### src/rtl/gf_mul_pkg.sv
// Shared types and helpers for the digit-serial GF(2^M) multiplier.
package gf_mul_pkg;

    // Number of digit steps needed to consume an m-bit operand d bits at a time.
    function automatic int unsigned ndig(input int unsigned m, input int unsigned d);
        return (m + d - 1) / d;
    endfunction

    // x^163 + x^7 + x^6 + x^3 + 1 with the x^163 term dropped.
    localparam logic [162:0] GF163_POLY = 163'hC9;

    typedef enum logic {
        IDLE = 1'b0,
        RUN  = 1'b1
    } state_t;

endpackage

### src/rtl/gf_digit_step.sv
// One MSB-first digit of a polynomial-basis multiply: D shift-reduce-add cells.
module gf_digit_step #(
    parameter int unsigned M = 163,
    parameter int unsigned D = 4
) (
    input  logic [M-1:0] acc,
    input  logic [M-1:0] a,
    input  logic [M-1:0] g,
    input  logic [D-1:0] digit,
    output logic [M-1:0] acc_next_c
);

    logic [M-1:0] t;

    always_comb begin
        t = acc;
        for (int i = int'(D) - 1; i >= 0; i--) begin
            t = (t << 1) ^ (t[M-1] ? g : '0) ^ (digit[i] ? a : '0);
        end
        acc_next_c = t;
    end

endmodule

### src/rtl/gf_digit_serial_mul_seq.sv
// Sequential digit-serial GF(2^M) multiplier with start/done handshake.
// Consumes b MSB-digit first, one digit per clock; result = a*b mod f.
module gf_digit_serial_mul_seq
    import gf_mul_pkg::*;
#(
    parameter int unsigned M = 163,
    parameter int unsigned D = 4
) (
    input  logic         clk,
    input  logic         rst,
    input  logic         start,
    input  logic [M-1:0] a,
    input  logic [M-1:0] b,
    input  logic [M-1:0] g,
    output logic         busy,
    output logic         done,
    output logic [M-1:0] result
);

    localparam int unsigned NDIG = ndig(M, D);
    localparam int unsigned NB   = NDIG * D;
    localparam int unsigned CW   = $clog2(NDIG + 1);

    state_t          state;
    logic [M-1:0]    a_q;
    logic [M-1:0]    g_q;
    logic [NB-1:0]   b_q;
    logic [M-1:0]    acc;
    logic [CW-1:0]   cnt;
    logic [CW-1:0]   dig_idx_c;
    logic [D-1:0]    digit_c;
    logic [M-1:0]    acc_next_c;

    // Digits are taken from the top of the padded multiplier downwards.
    always_comb begin
        dig_idx_c = CW'(NDIG - 1) - cnt;
        digit_c   = b_q[int'(dig_idx_c) * D +: D];
    end

    gf_digit_step #(
        .M(M),
        .D(D)
    ) u_step (
        .acc        (acc),
        .a          (a_q),
        .g          (g_q),
        .digit      (digit_c),
        .acc_next_c (acc_next_c)
    );

    always_ff @(posedge clk or posedge rst) begin
        if (rst) begin
            state  <= IDLE;
            a_q    <= '0;
            g_q    <= '0;
            b_q    <= '0;
            acc    <= '0;
            cnt    <= '0;
            busy   <= 1'b0;
            done   <= 1'b0;
            result <= '0;
        end else begin
            done <= 1'b0;
            case (state)
                IDLE: begin
                    if (start) begin
                        a_q   <= a;
                        g_q   <= g;
                        b_q   <= NB'(b);
                        acc   <= '0;
                        cnt   <= '0;
                        busy  <= 1'b1;
                        state <= RUN;
                    end
                end
                RUN: begin
                    acc <= acc_next_c;
                    cnt <= cnt + CW'(1);
                    if (cnt == CW'(NDIG - 1)) begin
                        result <= acc_next_c;
                        done   <= 1'b1;
                        busy   <= 1'b0;
                        state  <= IDLE;
                    end
                end
                default: state <= IDLE;
            endcase
        end
    end

endmodule

### config.mk
export PLATFORM = sky130hd
export DESIGN_NAME = gf_digit_serial_mul_seq
export DESIGN_NICKNAME = d
export VERILOG_FILES = /design/src/rtl/gf_mul_pkg.sv /design/src/rtl/gf_digit_step.sv /design/src/rtl/gf_digit_serial_mul_seq.sv
export SDC_FILE = /design/constraint.sdc
export NUM_CORES = 2
export LEC_CHECK = 0
export CORE_ASPECT_RATIO = 1.4
export CORE_MARGIN = 2
export CORE_UTILIZATION = 45
export CTS_CLUSTER_DIAMETER = 100
export DETAILED_ROUTE_END_ITERATION = 10
export HOLD_SLACK_MARGIN = 0.12
export PLACE_DENSITY = 0.67
export SKIP_LAST_GASP = 1
export SYNTH_ARGS = -nofsm -noshare
export SYNTH_HDL_FRONTEND = slang
export SYNTH_SLANG_ARGS = --single-unit
### constraint.sdc
create_clock -name clk -period 86.8 [get_ports clk]
set_clock_uncertainty 0.1 [all_clocks]
set_input_delay 13.02 -clock clk [delete_from_list [all_inputs] [get_ports clk]]
set_output_delay 13.02 -clock clk [all_outputs]
set_load 0.05 [all_outputs]
==> metrics.log <==
INFO  metric run_status = finished clean
INFO  metric worst_pin_slew = 1.21 ns
INFO  metric cell_area_synth = 54000 sq um
INFO  metric tritoncts_buffer_count = 89
INFO  metric critical_path.slowest_cell = buf_4
INFO  metric num-fill-cells = 10831
INFO  metric timing_max_transition_violations_final = 0
INFO  metric placed_cell_area = 61400 sq um
INFO  metric synth_commonest_cells = nand2_1, dfrtp_1, xnor2_1
INFO  metric type_of_element_launching_the_critical_path = input pin
INFO  metric num-nets-final = 7034
INFO  metric cts.root.buffer_cell = clkbuf_16
INFO  metric iteration_count_of_the_initial_detailed_routing_pass = 8
INFO  metric drv.max_cap_violation_count = 0
INFO  metric number_of_global_route_vias_before_repair = 45804
INFO  metric critical-path-top-cell-by-count = buf_4
INFO  metric drive_gt1_share = 4.88%
INFO  metric antenna_violations_before_repair = 12
INFO  metric routabilityCongestion = 0.870
INFO  metric detail_route.wirelength = 177 mm
INFO  metric floorplan.io_pins = 657
INFO  metric synthesis.area_per_instance = 8.72 sq um
INFO  metric drt_iter0_markers = 3771
INFO  metric critPathMaxStageDelay = 0.86 ns
INFO  metric wire_length_of_the_first_global_routing_pass = 274 mm
INFO  metric finalSetupViolCount = 0
INFO  metric final_hold_viol_count = 0
INFO  metric dr_total_vias = 45290
INFO  metric die_area = 123000 sq um
INFO  metric worst-endpoint-arrival = 16.76 ns
INFO  metric clockBufferDepth = 3
INFO  metric timing.max_slew.rel_slack = 19.7%
INFO  metric hold_path_class = reg2reg
INFO  metric regArea = 20600 sq um
INFO  metric ys_seq_elements = 824
INFO  metric grtUsageTotal = 28.5%
INFO  metric quantity_of_gates_resized_following_cts = 0
INFO  metric synthDistinctLibCells = 62
INFO  metric timing.setup.critical_path_class = in2async
INFO  metric tritoncts = built
INFO  metric final_antenna_net_count = 0
INFO  metric synth.largest_area_cell = dfrtp_1
INFO  metric globalRouteOverflowTotal = 0
INFO  metric synth_sequential_area_ratio = 38.2%
INFO  metric die_w = 297 microns
INFO  metric remaining_drc_errors = 0
INFO  metric area_of_the_multi_input_gates = 31500 sq um
INFO  metric endpoint_kind = asynchronous set/reset pin
INFO  metric rr_startpoint = cnt[0]
INFO  metric die_h = 414 microns
INFO  metric synth.net_count = 6684
INFO  metric cp_top_family = buffers and inverters
INFO  metric timing.critical_path.buf_inv = 5
INFO  metric launching_instance_or_port_of_the_critical_path = rst
INFO  metric std_cell_rows = 150
INFO  metric grt_setup_unrepaired = no
INFO  metric cts-hold-fix-buffers = 0
INFO  metric number_of_flops_mapped_to_enable_cells_by_yosys = 0
INFO  metric cts_htree_levels = 3
INFO  metric synth-warning-count = 0
INFO  metric initial_utilization = 45.3%
INFO  metric synth_top_area_share = 38.2%
INFO  metric areaGrowthSynthToFinish = 19.4%
INFO  metric portBuffers = 656
INFO  metric path_cells = clkdlybuf4s50_1 > inv_8 > buf_4 > buf_4 > buf_4
INFO  metric cp_data_required_time = 87.38 ns
INFO  metric fp.coreArea = 119000 sq um
INFO  metric timing.setup.tns = 0 ns
INFO  metric netlist_top_cells_area = dfrtp_1, nand2_1, xnor3_1
INFO  metric max_freq = 61.8 MHz
INFO  metric maximum_number_of_pins_on_one_net_before_global_route_repair = 180
INFO  metric most_common_cell_in_the_synthesized_netlist = nand2_1
INFO  metric min_period_over_period = 18.6%
INFO  metric wire_per_inst = 21.5 microns
INFO  metric critPathMaxFanout = 115
INFO  metric postCtsSetupBuffers = 0
INFO  metric vias_per_cell = 5.51
INFO  metric design_area = 64500 sq um
INFO  metric clk_transition_reported_paths = 0.06 ns
INFO  metric hold_ws = 0.369 ns
INFO  metric min-delay-start = b_q[30]
INFO  metric synth_cells = 6190
INFO  metric synth_top_flop_cell = dfrtp_1
INFO  metric ys_async_sr_fraction = 100%
INFO  metric finalCoreUtilization = 54.1%
INFO  metric clkLatencyLatePin = 0.71 ns
INFO  metric number_of_sinks_driven_by_the_clock_tree = 824
INFO  metric final_hpwl_from_detailed_placement = 113 mm
INFO  metric period_needed = 16.18 ns
## flip-flops by register name, indices dropped and copies added, names as in the netlist
signal,count
a_q,163
acc,163
b_q,163
busy,1
cnt,6
done,1
g_q,163
result,163
state,1
## layout by cell type, fill, tap and decap left out, types with 11 or more instances in the layout
cell	Yosys	routed
o21ai_0	251	250
buf_4	3	42
a31oi_1	35	35
clkbuf_1	376	11
mux2i_1	167	167
a21boi_2	40	40
xnor3_1	285	285
clkinvlp_4	0	11
xnor2_1	565	564
dfrtp_1	824	822
clkbuf_16	0	89
nand3_1	168	165
a21boi_0	80	80
o22ai_1	162	161
clkbuf_8	0	19
o21ai_1	117	117
inv_1	46	45
nand2_1	2677	2675
clkinv_2	0	14
clkdlybuf4s50_1	0	655
a21boi_1	41	41
mux4_2	43	43
xor2_1	164	164
## routing by layer
layer	global-route usage (%)	routed length [microns]	up-vias
met5	0	22	-
met4	13.2	7400	4
met3	4.73	13600	377
met2	47.6	85100	1947
met1	36.5	70600	22175
li1	-	-	20787
## worst paths after layout
check | endpoint | slack (ns) | depth (start not counted)
setup reg to reg | acc[92] | 78.61 | 16
hold / removal | b_q[30] | 0.37 | 2
hold reg to reg | b_q[30] | 0.37 | 2
setup / recovery | a_q[76] | 70.62 | 5
min in group asynchronous | b_q[139] | 12.76 | 2
max in group clk | result[103] | 71.61 | 1
## worst min-delay path, delay by kind of cell (launching register included)
kind          cells  cell delay (ns)
simple gates      2             0.10
flops             1             0.34
## cell families after synthesis
family          synth area share, %
xor+xnor                       23.8
flops                          38.2
buf+inv                        3.73
mux                            4.93
fa+ha+maj                    0.0463
compound gates                 8.75
simple gates                   20.6
## layout make-up
| class | count | share of cell area [%] |
|---|---|---|
| inverters | 47 | 0.297 |
| diodes | 9 | 0.0349 |
| multi-input cells | 4870 | 48.8 |
| well taps | 1596 | 3.10 |
| flip-flops and latches | 824 | 32.0 |
| clock inverters | 47 | 0.860 |
| repair buffers | 708 | 11.0 |
| clock buffers | 119 | 3.92 |
## metrics by stage
stage,cells,worst slack [ns]
after floorplan,6190,50.53
after detailed placement,8045,69.70
after CTS,8211,70.49
after global placement,8045,69.75
final,8220,70.62
after global routing,8220,70.08
Power is left out: the tool's default activity adds up to more than one toggle a clock period on the data nets, which glitch-free logic cannot reach.
